`config.mk`:
```
export PLATFORM = sky130hd
export DESIGN_NAME = bg_tile_pipeline
export DESIGN_NICKNAME = d
export VERILOG_FILES = /design/src/rtl/bg_tile_pipeline.sv
export SDC_FILE = /design/constraint.sdc
export NUM_CORES = 1
export LEC_CHECK = 0
export ABC_AREA = 1
export CAP_MARGIN = 25
export CORE_UTILIZATION = 30
export CTS_CLUSTER_DIAMETER = 120
export CTS_CLUSTER_SIZE = 8
export DETAILED_ROUTE_END_ITERATION = 12
export PLACE_DENSITY = 0.59
export REMOVE_ABC_BUFFERS = 1
export SETUP_SLACK_MARGIN = 0.1
export SYNTH_ARGS = -nofsm -noshare
export SYNTH_HDL_FRONTEND = slang
export SYNTH_SLANG_ARGS = --single-unit
```
`constraint.sdc`:
```
create_clock -name clk -period 5.45 [get_ports clk]
set_clock_uncertainty 0.1 [all_clocks]
set_input_delay 1.635 -clock clk [delete_from_list [all_inputs] [get_ports clk]]
set_output_delay 1.635 -clock clk [all_outputs]
set_load 0.005 [all_outputs]
```
`src/rtl/bg_tile_pipeline.sv`:
```
// Background fetch-and-shift pipeline: fetches NT/attribute/pattern bytes in
// 8-cycle tile groups and emits one 4-bit palette index per visible dot.
//
// state    | meaning
// ---------+---------------------------------------------------------------
// IDLE     | waiting for line_start; busy drops the cycle after line_done
// PREFETCH | 16 cycles fetching tiles 0 and 1 into the shifters
// VISIBLE  | 8*TILES cycles shifting out pixels while fetching tiles 2..TILES+1
// DONE     | one cycle; raises line_done for the following cycle
module bg_tile_pipeline #(
  parameter int TILES    = 32,
  parameter int PREFETCH = 2
) (
  input  logic        clk,
  input  logic        reset,
  input  logic        line_start,
  input  logic [4:0]  coarse_x0,
  input  logic [4:0]  coarse_y,
  input  logic [2:0]  fine_y,
  input  logic [2:0]  fine_x,
  input  logic [1:0]  nt_sel,
  input  logic        pt_sel,
  input  logic        bg_enable,
  input  logic        show_left,
  output logic [13:0] vram_addr,
  input  logic [7:0]  vram_data,
  output logic [3:0]  pixel,
  output logic        pixel_valid,
  output logic        line_done,
  output logic        busy
);
  localparam int PIX     = 8 * TILES;
  localparam int PRE_CYC = 8 * PREFETCH;
  localparam int TW      = (PIX > PRE_CYC) ? $clog2(PIX) : $clog2(PRE_CYC);

  typedef enum logic [1:0] {S_IDLE, S_PREFETCH, S_VISIBLE, S_DONE} state_t;

  state_t        state;
  logic [2:0]    phase;
  logic [TW-1:0] timer;
  logic [4:0]    cx, cy;
  logic [2:0]    fy, fx;
  logic [1:0]    nt;
  logic          pt, en, left_en;
  logic [7:0]    nt_byte, plo_byte;
  logic [1:0]    attr_bits;
  logic [15:0]   sh_plo, sh_phi, sh_alo, sh_ahi;

  logic [4:0] cx_inc;
  logic [1:0] nt_inc;
  logic [2:0] attr_idx;
  logic [3:0] bsel;
  logic [3:0] px_raw;
  logic       left_zone;

  assign cx_inc    = cx + 5'd1;
  assign nt_inc    = (cx == 5'd31) ? {nt[1], ~nt[0]} : nt;
  assign attr_idx  = {cy[1], cx[1], 1'b0};
  assign bsel      = 4'd15 - {1'b0, fx};
  assign px_raw    = {sh_ahi[bsel], sh_alo[bsel], sh_phi[bsel], sh_plo[bsel]};
  // timer counts down through VISIBLE, so the first 8 dots are the top 8 values
  assign left_zone = (timer >= TW'(PIX - 8));

  always_ff @(posedge clk) begin
    if (reset) begin
      state       <= S_IDLE;
      phase       <= '0;
      timer       <= '0;
      cx          <= '0;
      cy          <= '0;
      fy          <= '0;
      fx          <= '0;
      nt          <= '0;
      pt          <= 1'b0;
      en          <= 1'b0;
      left_en     <= 1'b0;
      nt_byte     <= '0;
      plo_byte    <= '0;
      attr_bits   <= '0;
      sh_plo      <= '0;
      sh_phi      <= '0;
      sh_alo      <= '0;
      sh_ahi      <= '0;
      vram_addr   <= '0;
      pixel       <= '0;
      pixel_valid <= 1'b0;
      line_done   <= 1'b0;
      busy        <= 1'b0;
    end else begin
      line_done   <= 1'b0;
      pixel       <= '0;
      pixel_valid <= 1'b0;
      case (state)
        S_IDLE: begin
          if (line_done) busy <= 1'b0;
          if (line_start && !busy) begin
            state     <= S_PREFETCH;
            busy      <= 1'b1;
            phase     <= '0;
            timer     <= TW'(PRE_CYC - 1);
            cx        <= coarse_x0;
            cy        <= coarse_y;
            fy        <= fine_y;
            fx        <= fine_x;
            nt        <= nt_sel;
            pt        <= pt_sel;
            en        <= bg_enable;
            left_en   <= show_left;
            vram_addr <= {2'b10, nt_sel, coarse_y, coarse_x0};
          end
        end
        S_PREFETCH, S_VISIBLE: begin
          phase <= phase + 3'd1;
          // each odd phase captures the byte for the address of the previous
          // even phase and presents the address for the next even phase
          case (phase)
            3'd1: begin
              nt_byte   <= vram_data;
              vram_addr <= {2'b10, nt, 4'b1111, cy[4:2], cx[4:2]};
            end
            3'd3: begin
              attr_bits <= vram_data[attr_idx +: 2];
              vram_addr <= {1'b0, pt, nt_byte, 1'b0, fy};
            end
            3'd5: begin
              plo_byte  <= vram_data;
              vram_addr <= {1'b0, pt, nt_byte, 1'b1, fy};
            end
            3'd7: begin
              cx        <= cx_inc;
              nt        <= nt_inc;
              vram_addr <= {2'b10, nt_inc, cy, cx_inc};
            end
            default: ;
          endcase

          if (phase == 3'd7) begin
            if (state == S_PREFETCH) begin
              sh_plo <= {sh_plo[7:0], plo_byte};
              sh_phi <= {sh_phi[7:0], vram_data};
              sh_alo <= {sh_alo[7:0], {8{attr_bits[0]}}};
              sh_ahi <= {sh_ahi[7:0], {8{attr_bits[1]}}};
            end else begin
              sh_plo <= {sh_plo[14:7], plo_byte};
              sh_phi <= {sh_phi[14:7], vram_data};
              sh_alo <= {sh_alo[14:7], {8{attr_bits[0]}}};
              sh_ahi <= {sh_ahi[14:7], {8{attr_bits[1]}}};
            end
          end else if (state == S_VISIBLE) begin
            sh_plo <= {sh_plo[14:0], 1'b0};
            sh_phi <= {sh_phi[14:0], 1'b0};
            sh_alo <= {sh_alo[14:0], 1'b0};
            sh_ahi <= {sh_ahi[14:0], 1'b0};
          end

          if (state == S_VISIBLE) begin
            pixel_valid <= 1'b1;
            if (en && (|px_raw[1:0]) && !(!left_en && left_zone)) pixel <= px_raw;
          end

          if (timer == '0) begin
            if (state == S_PREFETCH) begin
              state <= S_VISIBLE;
              timer <= TW'(PIX - 1);
            end else begin
              state <= S_DONE;
            end
          end else begin
            timer <= timer - TW'(1);
          end
        end
        S_DONE: begin
          line_done <= 1'b1;
          state     <= S_IDLE;
        end
        default: state <= S_IDLE;
      endcase
    end
  end
endmodule

```
# Word-level counts from Yosys, hierarchy flattened
# Cells that the tools add are included.
[op_classes]
n_addsub = 4
order_cmp = 2
n_eq_ne = 13
shift = 1
mux = 44
bitwise = 4
n_reduce_logical = 27
[op_table]
columns = ["operator", "n"]
rows = [
  ["2-to-1 mux 16 bit", 12],
  ["case mux 14 bit (4 select lines)", 1],
  ["case mux 14 bit (2 select lines)", 1],
  ["2-to-1 mux 8 bit", 3],
  ["binary-select mux 1 bit (select 4 bit)", 4],
  ["case mux 8 bit (2 select lines)", 1],
  ["AND reduction 2 bit", 8],
  ["2-to-1 mux 14 bit", 1],
  ["2-to-1 mux 1 bit", 10],
  ["2-to-1 mux 5 bit", 2],
  ["case mux 5 bit (2 select lines)", 1],
  ["AND reduction 3 bit", 3],
  [">= comparator 8 bit (second input constant)", 1],
  ["zero test 8 bit", 1],
  ["2-to-1 mux 2 bit", 4],
  ["variable part select 8 x 4 -> 2 bit", 1],
  ["subtractor 8 x 1 -> 8 bit (second input constant)", 1],
  ["equality test 3 bit (second input constant)", 2],
  ["!= test 2 bit (second input constant)", 3],
  ["case mux 2 bit (3 select lines)", 1],
  ["case mux 3 bit (2 select lines)", 1],
  ["nonzero test 2 bit", 3],
  ["OR reduction 2 bit", 3],
  ["adder 5 x 1 -> 5 bit (second input constant)", 1],
  ["other kinds (17)", 26],
]
[totals]
register_bits = 137
input_bits = 32
out_inout_bits = 21

# Longest topological paths before layout
[logic_depth]
depth_word = 8
ltp_mapped = 12

# Worst setup path after synthesis
# OpenSTA, ideal clock, no wires.
[synth_timing]
path_kind = "input to register"
startpoint = "in line_start"
endpoint = "reg cx[1]"
arrival_ps = 2407
t_required_ps = 5230
slack_ps = 2823
path_stages = 7
path_buffers = 0
cell_sequence = "nand2_1 > nand2_2 > nand2_2 > nor2_1 > inv_1 > o21ai_0 > a21oi_1"
[synth_via]
elab_chain_cells = 3
[synth_lines]
columns = ["element", "line", "rtl"]
rows = [
  ["from (decl)", "16", "input logic line_start,"],
  ["logical AND 1 bit", "96", "if (line_start && !busy) begin"],
  ["!= test 2 bit (no source line)", "n/a", ""],
  ["AND reduction 3 bit (no source line)", "n/a", ""],
  ["to (signal assigned)", "101", "cx <= coarse_x0;"],
  ["to (signal assigned)", "130", "cx <= cx_inc;"],
  ["to (decl)", "41", "logic [4:0] cx, cy;"],
]
# No other way between the ends.
# A chain may end at the register's enable or synchronous reset.

==> results.cfg <==
[finish]
layout_common_cells = 157 x nand2_1, 141 x o21ai_0, 137 x dfxtp_1
fillers = 2146
seqCellArea_um2 = 2743
mostFrequentLayoutCell = nand2_1
diodes = 0
fin_nets = 946
multiInputGateArea_um2 = 3038
drive_above_1_share = 0.06557
area_growth_pct = 20.09

[placement]
dp_hpwl_um = 10770
gp_congestion = 0.7908
portBuffers = 52

[global_routing]
gr-usage-met2 = 0.2502
grtUsageTotal = 0.1594
grt-busiest-layer = met2
grt_max_degree = 63
grt.overflow.total = 0
grt_pass1_vias = 5453
grt_first_pass_wirelength_um = 27680
met1_usage = 0.2164
grt_antenna_before_repair = 0
grtUsageMet3 = 0.03580

[timing]
rsz0062_at_grt = false
slew_violations = 0
finalHoldViolations = 0
timing.hold.ws_ns = 0.3439
fin_tns_setup_ns = 0
period_share = 0.5811
setup_viol = 0
slew_headroom = 0.3739
fin_crit_ns = 3.167
worstMarginPinSlew_ns = 0.9378
max_freq_mhz = 315.7

[clock_network]
cts_inserted_buffers = 17
cts.path.max_buffers = 2
cts_resized = 0
clk_pin_slew_ns = 0.06
post-cts-setup-buffers = 0
cts_max_level = 4
cts_tree = built
cts_sinks = 137
insertion_delay_ns = 0.43
cts_root_buf = clkbuf_16
holdBufCountCts = 0

[synthesis]
syn_avg_cell_area_um2 = 7.260
synth_xor_area_frac = 0.005509
synthAdderAreaFrac = 0.02361
muxShareOfSynthArea = 0.02361
synthCells = 876
synthSimpleGateAreaFrac = 0.1816
yosysWarnings = 0
synth_top_family_by_area = compound AO/OA/AOI/OAI gates
synth-seq-area-share = 0.4312
netlist_area_um2 = 6360
synth.ff_latch_count = 137
yosysUniqueCellTypes = 32
synth_compound_area_frac = 0.2434

[setup_path]
critPathBufInv = 3
critPathSlowestCell = inv_2
start_kind = input port
reg2reg_to = sh_plo[6]$_SDFFE_PP0P_
cp_max_fo = 62
r2r_cells = 8
r2r-start = state[0]$_SDFFE_PP0P_
crit_arrival_ns = 3.42
crit_family = buffers and inverters
path_cells = clkdlybuf4s50_1, inv_2, buf_4, o21ai_0, a31oi_1
end_kind = flop
ff2ff_setup_slack_ns = 2.32
worstPathRequired_ns = 5.70
critPathKind = in2reg
cpPeakStageDelay_ns = 0.69

[floorplanning]
dieWidth_um = 147.6
std_cell_rows = 52
initial_core_util = 0.3103
dieHeight_um = 147.6
io-pin-count = 53
coreArea_um2 = 20490
die_area_um2 = 21790

[detailed_routing]
ant_nets = 0
vias = 5793
initialDrtViolationCount = 364
wire_per_inst_um = 14.05
viasPerCell = 4.889
wirelength_um = 16650
drt-pass1-iter-count = 5
drcViolationCount = 0

[worst_hold_path]
min_path_cells = 2
hold_end = cy[0]$_SDFFE_PP0P_
hp-start = cy[0]$_SDFFE_PP0P_
hold_path.class = reg2reg

[pwr]
power_frac_seq = 0.361
clkPwrFrac = 0.307
power.internal_mw = 2.456
combPwrFrac = 0.332
power.net_switching_mw = 1.445
p_per_area_nw_per_um2 = 510.8
swShare = 0.3704
power_leakage_nw = 3.016
total_power_mw = 3.901
ir_worst_vdd_uv = 235.8

[flow_run]
cap_violations = 0

[outcome]
outcome = completed
==> sequential cells by signal, indices dropped and copies added, names as in the netlist, 8 cells and up <==
name       count
vram_addr     14
plo_byte       8
timer          8
sh_alo        16
sh_plo        16
nt_byte        8
sh_ahi        16
sh_phi        16
==> worst max path at each step <==
stage,to,depth (start not counted),startpoint
3_3_place_gp,cx[2]$_SDFFE_PP0P_,5,reset
4_1_cts,cx[4]$_SDFFE_PP0P_,5,reset
2_1_floorplan,sh_phi[1]$_SDFFE_PP0P_,3,reset
3_5_place_dp,cx[3]$_SDFFE_PP0P_,5,reset
5_1_grt,sh_plo[6]$_SDFFE_PP0P_,8,state[0]$_SDFFE_PP0P_
6_report,cx[3]$_SDFFE_PP0P_,5,reset
==> Yosys cell counts <==
library cell / instances / area, µm²
a21oi_1: 103 / 515.5
a22oi_1: 4 / 30.03
a31oi_1: 32 / 200.2
buf_2: 19 / 95.09
buf_4: 2 / 15.01
buf_6: 5 / 56.30
clkbuf_1: 27 / 101.4
clkinv_1: 1 / 3.750
dfxtp_1: 137 / 2743
ha_1: 12 / 150.1
inv_1: 74 / 277.8
inv_2: 8 / 30.03
mux2i_1: 15 / 150.1
nand2_1: 157 / 589.3
nand2_2: 6 / 37.54
nand2_4: 1 / 11.26
nand3_1: 43 / 215.2
nand3_2: 1 / 10.01
nand3b_1: 1 / 7.510
nand4_1: 2 / 12.51
nor2_1: 58 / 217.7
nor2_2: 1 / 6.260
nor2_4: 1 / 11.26
nor3_1: 6 / 30.03
o211a_1: 1 / 10.01
o211ai_1: 7 / 52.55
o21ai_0: 141 / 705.7
o21ai_1: 3 / 15.01
o22ai_1: 3 / 18.77
or2_2: 1 / 6.260
xnor2_1: 1 / 8.760
xor2_1: 3 / 26.28
==> cell families after synthesis <==
kind of cell	count (synthesis)
AO/OA/AOI/OAI	294
flip-flops	137
multiplexers	15
buffers and inverters	136
adder cells (fa/ha/maj)	12
XOR/XNOR	4
AND/OR/NAND/NOR	278
==> layer usage <==
metal / wire [µm] / part of all wire
met4: 182 / 0.011
met2: 7323 / 0.44
met3: 787 / 0.047
met5: 0 / 0
met1: 8361 / 0.50
==> metrics by stage <==
stage | instances | instance area, µm² | utilization | setup WS [ns]
floorplan | 823 | 6092 | - | 2.321
global placement | 1152 | 7003 | 0.3417 | 1.887
detailed placement | 1152 | 7003 | 0.3417 | 1.814
CTS | 1184 | 7617 | 0.3717 | 2.277
global route | 1185 | 7637 | 0.3727 | 1.999
finish | 1185 | 7637 | 0.3727 | 2.283
==> tightest hold or removal path, cell delays in order (launching register included) <==
cell and delay (ns):
dfxtp_1 0.31, inv_1 0.05, a21oi_1 0.05
==> final cells by class <==
type / instances / area share
clock buffers: 20 / 0.06111
repair buffers: 60 / 0.07765
well taps: 270 / 0.04423
flip-flops and latches: 137 / 0.3591
multi-input cells: 603 / 0.3978
inverters: 83 / 0.04079
clock inverters: 12 / 0.01933
==> power by group through the flow <==
stage	Combinational, mW	Sequential (mW)	Clock (mW)
floorplan	0.906	1.38	0
global placement	1.28	1.42	0
detailed placement	1.29	1.42	0
CTS	1.30	1.41	1.22
global route	1.50	1.44	1.26
finish	1.29	1.41	1.20
Note: power is estimated with default switching activity, not from simulation.
